$ cat src/rtl/i2c_slv_rx.sv
`timescale 1ns/1ps
// I2C write-only target: receives bytes addressed to SLV_ADDR and hands them to a consumer.
// Latency: pad edge to bus event 2 + FILT_CYCLES clocks; data_valid_o 1 clock after bit-8 SCL rise.
// Backpressure: one-byte output register; a byte arriving while it is still full is NACKed (ovf_o).
//
// Ports:
//   clk_i, rst_i        system clock, asynchronous active-high reset
//   scl_i, sda_i        raw I2C pad inputs (synchronised and glitch-filtered inside)
//   sda_oe_o            open-drain pull-down enable for SDA (ACK)
//   data_o/data_valid_o/data_ready_i   received byte, valid/ready handshake
//   first_o             data_o is the first data byte after the address
//   busy_o              target currently addressed
//   stop_o, ovf_o       single-cycle pulses: addressed STOP, byte dropped on full register
module i2c_slv_rx #(
   parameter logic [6:0]  SLV_ADDR    = 7'h50,
   parameter int unsigned FILT_CYCLES = 2
) (
   input  logic       clk_i,
   input  logic       rst_i,
   input  logic       scl_i,
   input  logic       sda_i,
   output logic       sda_oe_o,
   output logic [7:0] data_o,
   output logic       data_valid_o,
   input  logic       data_ready_i,
   output logic       first_o,
   output logic       busy_o,
   output logic       stop_o,
   output logic       ovf_o
);

   localparam logic [2:0] FILT_LAST = 3'(FILT_CYCLES - 1);

   typedef enum logic [2:0] {
      ST_IDLE,
      ST_ADDR,
      ST_ADDR_ACK,
      ST_DATA,
      ST_DATA_ACK,
      ST_WAIT_STOP
   } state_t;

   // ------------------------------------------------------------------
   // Input conditioning. Index 0 = SCL, index 1 = SDA.
   // Everything presets to 1 so reset looks like an idle bus.
   // ------------------------------------------------------------------
   logic [1:0]      sync0_q;
   logic [1:0]      sync1_q;
   logic [1:0]      filt_q;
   logic [1:0]      filt_d;
   logic [1:0][2:0] fcnt_q;
   logic [1:0][2:0] fcnt_d;

   always_ff @(posedge clk_i or posedge rst_i) begin
      if (rst_i) begin
         sync0_q <= 2'b11;
         sync1_q <= 2'b11;
         filt_q  <= 2'b11;
         fcnt_q  <= '0;
      end else begin
         sync0_q <= {sda_i, scl_i};
         sync1_q <= sync0_q;
         filt_q  <= filt_d;
         fcnt_q  <= fcnt_d;
      end
   end

   // The filtered level only follows after FILT_CYCLES consecutive samples
   // that disagree with it; any agreeing sample restarts the count.
   always_comb begin
      filt_d = filt_q;
      fcnt_d = '0;
      for (int i = 0; i < 2; i++) begin
         if (sync1_q[i] != filt_q[i]) begin
            if (fcnt_q[i] == FILT_LAST) begin
               filt_d[i] = sync1_q[i];
            end else begin
               fcnt_d[i] = fcnt_q[i] + 3'd1;
            end
         end
      end
   end

   logic scl_rise;
   logic scl_fall;
   logic sda_rise;
   logic sda_fall;
   logic start_evt;
   logic stop_evt;

   assign scl_rise  =  filt_d[0] & ~filt_q[0];
   assign scl_fall  = ~filt_d[0] &  filt_q[0];
   assign sda_rise  =  filt_d[1] & ~filt_q[1];
   assign sda_fall  = ~filt_d[1] &  filt_q[1];
   // SCL and SDA edges never share a cycle, so filt_q[0] is the stable SCL level here.
   assign start_evt = sda_fall & filt_q[0];
   assign stop_evt  = sda_rise & filt_q[0];

   // ------------------------------------------------------------------
   // Protocol FSM
   // ------------------------------------------------------------------
   state_t     state_q,      state_d;
   logic [3:0] bit_cnt_q,    bit_cnt_d;
   logic [7:0] shift_q,      shift_d;
   logic       oe_q,         oe_d;
   logic [7:0] data_q,       data_d;
   logic       valid_q,      valid_d;
   logic       first_q,      first_d;
   logic       first_pend_q, first_pend_d;
   logic       busy_q,       busy_d;
   logic       stop_q,       stop_d;
   logic       ovf_q,        ovf_d;
   logic [7:0] shift_nxt;
   logic       addr_hit;
   logic       reg_free;

   assign shift_nxt = {shift_q[6:0], filt_q[1]};
   assign addr_hit  = (shift_nxt[7:1] == SLV_ADDR) && !shift_nxt[0];
   // A handshake in the completion cycle frees the register in time for the new byte.
   assign reg_free  = !valid_q || data_ready_i;

   always_ff @(posedge clk_i or posedge rst_i) begin
      if (rst_i) begin
         state_q      <= ST_IDLE;
         bit_cnt_q    <= '0;
         shift_q      <= '0;
         oe_q         <= 1'b0;
         data_q       <= '0;
         valid_q      <= 1'b0;
         first_q      <= 1'b0;
         first_pend_q <= 1'b0;
         busy_q       <= 1'b0;
         stop_q       <= 1'b0;
         ovf_q        <= 1'b0;
      end else begin
         state_q      <= state_d;
         bit_cnt_q    <= bit_cnt_d;
         shift_q      <= shift_d;
         oe_q         <= oe_d;
         data_q       <= data_d;
         valid_q      <= valid_d;
         first_q      <= first_d;
         first_pend_q <= first_pend_d;
         busy_q       <= busy_d;
         stop_q       <= stop_d;
         ovf_q        <= ovf_d;
      end
   end

   always_comb begin
      state_d      = state_q;
      bit_cnt_d    = bit_cnt_q;
      shift_d      = shift_q;
      oe_d         = oe_q;
      data_d       = data_q;
      valid_d      = valid_q;
      first_d      = first_q;
      first_pend_d = first_pend_q;
      busy_d       = busy_q;
      stop_d       = 1'b0;
      ovf_d        = 1'b0;

      if (valid_q && data_ready_i) begin
         valid_d = 1'b0;
      end

      if (start_evt) begin
         state_d   = ST_ADDR;
         bit_cnt_d = '0;
         oe_d      = 1'b0;
         busy_d    = 1'b0;
      end else if (stop_evt) begin
         state_d = ST_IDLE;
         oe_d    = 1'b0;
         busy_d  = 1'b0;
         stop_d  = busy_q;
      end else begin
         case (state_q)
            ST_ADDR: begin
               // bit_cnt_q == 8 means the byte is complete and the ACK is pending.
               if (scl_rise && bit_cnt_q != 4'd8) begin
                  shift_d   = shift_nxt;
                  bit_cnt_d = bit_cnt_q + 4'd1;
                  if (bit_cnt_q == 4'd7 && !addr_hit) begin
                     state_d = ST_WAIT_STOP;
                  end
               end else if (scl_fall && bit_cnt_q == 4'd8) begin
                  oe_d    = 1'b1;
                  state_d = ST_ADDR_ACK;
               end
            end
            ST_ADDR_ACK: begin
               if (scl_fall) begin
                  oe_d         = 1'b0;
                  busy_d       = 1'b1;
                  first_pend_d = 1'b1;
                  bit_cnt_d    = '0;
                  state_d      = ST_DATA;
               end
            end
            ST_DATA: begin
               if (scl_rise && bit_cnt_q != 4'd8) begin
                  shift_d   = shift_nxt;
                  bit_cnt_d = bit_cnt_q + 4'd1;
                  if (bit_cnt_q == 4'd7) begin
                     if (reg_free) begin
                        data_d       = shift_nxt;
                        valid_d      = 1'b1;
                        first_d      = first_pend_q;
                        first_pend_d = 1'b0;
                     end else begin
                        ovf_d   = 1'b1;
                        state_d = ST_WAIT_STOP;
                     end
                  end
               end else if (scl_fall && bit_cnt_q == 4'd8) begin
                  oe_d    = 1'b1;
                  state_d = ST_DATA_ACK;
               end
            end
            ST_DATA_ACK: begin
               if (scl_fall) begin
                  oe_d      = 1'b0;
                  bit_cnt_d = '0;
                  state_d   = ST_DATA;
               end
            end
            default: begin
               // ST_IDLE and ST_WAIT_STOP only leave on START/STOP.
            end
         endcase
      end
   end

   // START/STOP release the pad in the detection cycle, ahead of the register.
   assign sda_oe_o     = oe_q & ~(start_evt | stop_evt);
   assign data_o       = data_q;
   assign data_valid_o = valid_q;
   assign first_o      = first_q;
   assign busy_o       = busy_q;
   assign stop_o       = stop_q;
   assign ovf_o        = ovf_q;

endmodule

$ cat config.mk
export PLATFORM = sky130hd
export DESIGN_NAME = i2c_slv_rx
export DESIGN_NICKNAME = d
export VERILOG_FILES = /design/src/rtl/i2c_slv_rx.sv
export SDC_FILE = /design/constraint.sdc
export NUM_CORES = 1
export LEC_CHECK = 0
export ABC_AREA = 1
export BUFFER_PORTS_ARGS = -buffer_cell sky130_fd_sc_hd__buf_2
export CORE_MARGIN = 2
export CORE_UTILIZATION = 62
export CTS_CLUSTER_DIAMETER = 60
export DETAILED_ROUTE_END_ITERATION = 7
export PLACE_DENSITY_LB_ADDON = 0.08
export SLEW_MARGIN = 20
export SYNTH_ARGS = -nofsm -noshare
export SYNTH_HDL_FRONTEND = slang
export SYNTH_SLANG_ARGS = --single-unit
$ cat constraint.sdc
create_clock -name clk_i -period 3.1 [get_ports clk_i]
set_clock_uncertainty 0.2 [all_clocks]
set_input_delay 0.31 -clock clk_i [delete_from_list [all_inputs] [get_ports clk_i]]
set_output_delay 0.31 -clock clk_i [all_outputs]
set_load 0.01 [all_outputs]
==> results_tabular.tex <==
\begin{tabular}{lr}
\hline
Metric & Value \\
\hline
\multicolumn{2}{l}{\textbf{CTS}} \\
\quad Number of buffers created by CTS & 5 \\
\quad Sink count of the clock tree & 41 \\
\quad Maximum count of clock buffers along a single path & 2 \\
\quad Insertion delay of the later-clocked pin in the worst-skew pair & 0.34 ns \\
\quad CTS H-tree depth & 2 \\
\quad Clock-pin slew reported for the worst setup and hold paths after clock tree synthesis & 0.11 ns \\
\quad Buffer cell driving the clock tree root & sky130\_fd\_sc\_hd\_\_clkbuf\_4 \\
\quad Clock tree from TritonCTS & built \\
\multicolumn{2}{l}{\textbf{Run}} \\
\quad \# Max-Cap Violations & 0 \\
\multicolumn{2}{l}{\textbf{Timing}} \\
\quad Final hold viol count & 0 \\
\quad Setup Total Neg Slack & 0 ns \\
\quad Slew @ Worst Pin & 0.710 ns \\
\quad Unrepaired setup endpoints after global routing & no \\
\quad Setup WS post-layout & 0.990 ns \\
\quad Hold\_ws & 0.164 ns \\
\quad Max-slew headroom & 0.526 \\
\quad Peak Freq & 474 MHz \\
\quad Pins Over Slew Limit & 0 \\
\quad Final clock period utilization by the worst path & 0.680 \\
\quad Final worst path period need & 2.11 ns \\
\quad Setup violation total in the final timing report & 0 \\
\multicolumn{2}{l}{\textbf{Power and ir drop}} \\
\quad Sequential cell fraction of total power & 0.473 \\
\quad P\_int & 0.975 mW \\
\quad Net Switching & 0.684 mW \\
\quad Total leakage power & 1.10 nW \\
\quad Clock power share & 0.153 \\
\quad Pwr/cell area & 752 nW/µm² \\
\quad Sw Ratio & 0.412 \\
\quad Max IR drop VDD & 0.504 mV \\
\quad Combinational Power Share & 0.374 \\
\multicolumn{2}{l}{\textbf{Synth}} \\
\quad Average cell area after synthesis & 8.52 µm² \\
\quad Library cells used by synthesis & 27 \\
\quad Synthesized instance count & 234 \\
\quad Async S/R FF share, synth & 1.00 \\
\quad Number of synthesized flops with an enable pin & 0 \\
\quad Area leader, netlist & sky130\_fd\_sc\_hd\_\_dfrtp\_1 \\
\quad Leading post-synthesis cells by cell area & sky130\_fd\_sc\_hd\_\_dfrtp\_1, sky130\_fd\_sc\_hd\_\_nand2\_1, sky130\_fd\_sc\_hd\_\_dfstp\_2 \\
\quad \#FFs+latches synth & 41 \\
\quad Dominant register cell in the synthesized netlist & sky130\_fd\_sc\_hd\_\_dfrtp\_1 \\
\quad Synth top cells by count & sky130\_fd\_sc\_hd\_\_nand2\_1, sky130\_fd\_sc\_hd\_\_dfrtp\_1, sky130\_fd\_sc\_hd\_\_inv\_1 \\
\quad Synthesized net count & 241 \\
\quad Mapped cell area & 1990 µm² \\
\quad Share of the yosys chip area belonging to registers & 0.518 \\
\quad Cell with the most instances after synthesis & sky130\_fd\_sc\_hd\_\_nand2\_1 \\
\quad Synthesis warning total & 0 \\
\quad Proportion of netlist area held by the largest area contributor & 0.439 \\
\multicolumn{2}{l}{\textbf{Detailed routing}} \\
\quad Average wire length per cell after detail routing & 10.8 µm \\
\quad DRC violations left & 0 \\
\quad Met2 layer wire length in the routed design & 1510 µm \\
\quad Iteration count of the initial detailed-routing pass & 4 \\
\quad DR vias/cell & 4.91 \\
\quad Final wirelength & 3310 µm \\
\quad M1 wire length & 1640 µm \\
\quad Initial drt markers & 66 \\
\quad Final ANT Viol Nets & 0 \\
\quad Via count & 1502 \\
\quad Met3 wire len & 129 µm \\
\quad Top routing layer in use & met4 \\
\multicolumn{2}{l}{\textbf{Placement}} \\
\quad Post-place setup slack & 1.30 ns \\
\quad Routability congestion estimate from global placement & 0.838 \\
\quad Inst Count DP & 295 \\
\quad Quantity of I/O buffers inserted on ports & 18 \\
\quad Sum of net half-perimeters after detailed placement & 2570 µm \\
\multicolumn{2}{l}{\textbf{Global routing}} \\
\quad Number of antenna violations at the first check in global routing & 0 \\
\quad GRT Resource Usage Total & 0.217 \\
\quad Vias in the first global route & 1424 \\
\quad Largest net degree at the start of global routing & 23 \\
\quad Global route overflow & 0 \\
\quad First-pass GRT wire length & 5880 µm \\
\multicolumn{2}{l}{\textbf{Critical path}} \\
\quad Worst setup path class & reg -> out \\
\quad Required @ worst endpoint & 2.59 ns \\
\quad Worst r2r src & bit\_cnt\_q[0] \\
\quad Endpoint kind of the worst setup timing path & output port \\
\quad Critical Path Start & filt\_q[1] \\
\quad Signal arrival time at the worst endpoint & 1.60 ns \\
\quad Maximum fanout along the worst path & 5 \\
\quad Critical path launch point type & flop \\
\multicolumn{2}{l}{\textbf{Finish}} \\
\quad Area grow syn2layout & 10.7\% \\
\quad Total Nets Final & 268 \\
\quad Final antenna diode count & 0 \\
\quad Ratio of cells with drive above 1 in the final layout & 0.218 \\
\quad Final Instance Count excl. Fillers & 306 \\
\multicolumn{2}{l}{\textbf{Floorplanning}} \\
\quad Die footprint & 3690 µm² \\
\quad Number of primary I/O pins & 19 \\
\quad Height of the die & 60.7 µm \\
\quad Core region area & 3050 µm² \\
\quad Die outline width & 60.7 µm \\
\quad Core Rows & 20 \\
\quad Starting Density & 0.653 \\
\multicolumn{2}{l}{\textbf{Hold path}} \\
\quad Path type of the worst min-delay path & reg -> reg \\
\quad Critical hold path startpoint & sync0\_q[1] \\
\multicolumn{2}{l}{\textbf{Outcome}} \\
\quad Result of the run & finished clean \\
\hline
\end{tabular}
## critical path: stages, from the launching register on
cell and delay, ns:
sky130_fd_sc_hd__dfstp_2 0.59, sky130_fd_sc_hd__inv_2 0.06, sky130_fd_sc_hd__nand2_1 0.08, sky130_fd_sc_hd__nand2_1 0.10, sky130_fd_sc_hd__nand3_2 0.14, sky130_fd_sc_hd__inv_1 0.08, sky130_fd_sc_hd__nor2_1 0.08, sky130_fd_sc_hd__buf_2 0.13
## cells by family after synthesis
kind of cell | count (synthesis) | share of synthesized area
simple gates | 117 | 0.275
fa+ha+maj | 2 | 0.0125
buf+inv | 37 | 0.0784
flops | 41 | 0.518
compound gates | 35 | 0.107
xor+xnor | 2 | 0.00878
## power groups by stage
stage | logic [mW] | clock network, mW | registers, mW
after CTS | 0.623 | 0.265 | 0.785
after global placement | 0.609 | 0 | 0.790
after detailed placement | 0.618 | 0 | 0.796
after global routing | 0.737 | 0.283 | 0.806
final | 0.621 | 0.253 | 0.785
after floorplan | 0.507 | 0 | 0.771
## layer usage
layer | vias up | global-route usage
met2 | 30 | 0.355
li1 | 796 | -
met1 | 670 | 0.283
met5 | - | 0
met4 | 0 | 0.0683
met3 | 6 | 0.0597
## stage by stage
stage                     utilization  area, µm²  power (mW)
after CTS                       0.723       2210        1.67
after global routing            0.723       2210        1.83
after floorplan                     -       1990        1.28
final                           0.723       2210        1.66
after global placement          0.696       2120        1.40
after detailed placement        0.696       2120        1.41
## layout by cell type, fill, tap and decap left out
cell                            Yosys  final
sky130_fd_sc_hd__nand2_4            1      1
sky130_fd_sc_hd__dfstp_2            6      6
sky130_fd_sc_hd__o21ai_2            9      9
sky130_fd_sc_hd__xnor2_1            2      2
sky130_fd_sc_hd__dfrtp_1           35     35
sky130_fd_sc_hd__clkbuf_4           0      5
sky130_fd_sc_hd__o21ai_1            1      1
sky130_fd_sc_hd__nand2_2            2      2
sky130_fd_sc_hd__nand3b_2           1      1
sky130_fd_sc_hd__ha_1               2      2
sky130_fd_sc_hd__nand3_2            2      2
sky130_fd_sc_hd__inv_4              1      1
sky130_fd_sc_hd__nand3_1           12     12
sky130_fd_sc_hd__nand3_4            2      2
sky130_fd_sc_hd__a21oi_1            6      6
sky130_fd_sc_hd__inv_2              2      2
sky130_fd_sc_hd__nor2_1            19     19
sky130_fd_sc_hd__nor2_4             1      1
sky130_fd_sc_hd__nor3_1             4      4
sky130_fd_sc_hd__clkinvlp_4         0      1
sky130_fd_sc_hd__o22ai_1            1      1
sky130_fd_sc_hd__nand4_1            4      4
sky130_fd_sc_hd__o21ai_0           17     17
sky130_fd_sc_hd__or2_2              1      1
sky130_fd_sc_hd__a21boi_0           1      1
sky130_fd_sc_hd__buf_4              0      1
sky130_fd_sc_hd__buf_2              0     18
sky130_fd_sc_hd__nand2_1           64     64
sky130_fd_sc_hd__inv_1             32     32
sky130_fd_sc_hd__dlygate4sd3_1      0      3
sky130_fd_sc_hd__clkbuf_1           0      2
sky130_fd_sc_hd__nor2_2             4      4
## flip-flops by register name, indices dropped and copies added (netlist names)
| register | flops |
|---|---|
| bit_cnt_q | 4 |
| busy_o | 1 |
| data_o | 8 |
| data_valid_o | 1 |
| fcnt_q | 6 |
| filt_q | 2 |
| first_o | 1 |
| first_pend_q | 1 |
| oe_q | 1 |
| ovf_o | 1 |
| shift_q | 7 |
| state_q | 3 |
| stop_o | 1 |
| sync0_q | 2 |
| sync1_q | 2 |
## layout make-up
class	count	area, µm²
Clock buffer	7	45.0
Multi-Input combinational cell	156	805
Timing Repair Buffer	22	128
Sequential cell	41	1030
Inverter	35	134
Tap cell	44	55.1
Fill cell	264	846
Clock inverter	1	7.51
## final timing paths
check                      slack (ns)      endpoint  cells after the start
min in group asynchronous        0.41     data_o[1]                      3
hold reg to reg                  0.16    sync1_q[1]                      0
hold / removal                   0.16    sync1_q[1]                      0
setup / recovery                 0.99      sda_oe_o                      7
max in group asynchronous        1.55  bit_cnt_q[2]                      4
setup reg to reg                 1.29     data_o[4]                      8
## timing repair
| action | 4_1_cts | 5_1_grt |
|---|---|---|
| hold buffers | 3 | 0 |
| hold endpoints to repair | 15 | 0 |
| setup endpoints to repair | 0 | 0 |
| gates resized for setup | 0 | 0 |
| setup buffers | 0 | 0 |
No activity file was read; power rests on OpenSTA's default activity.
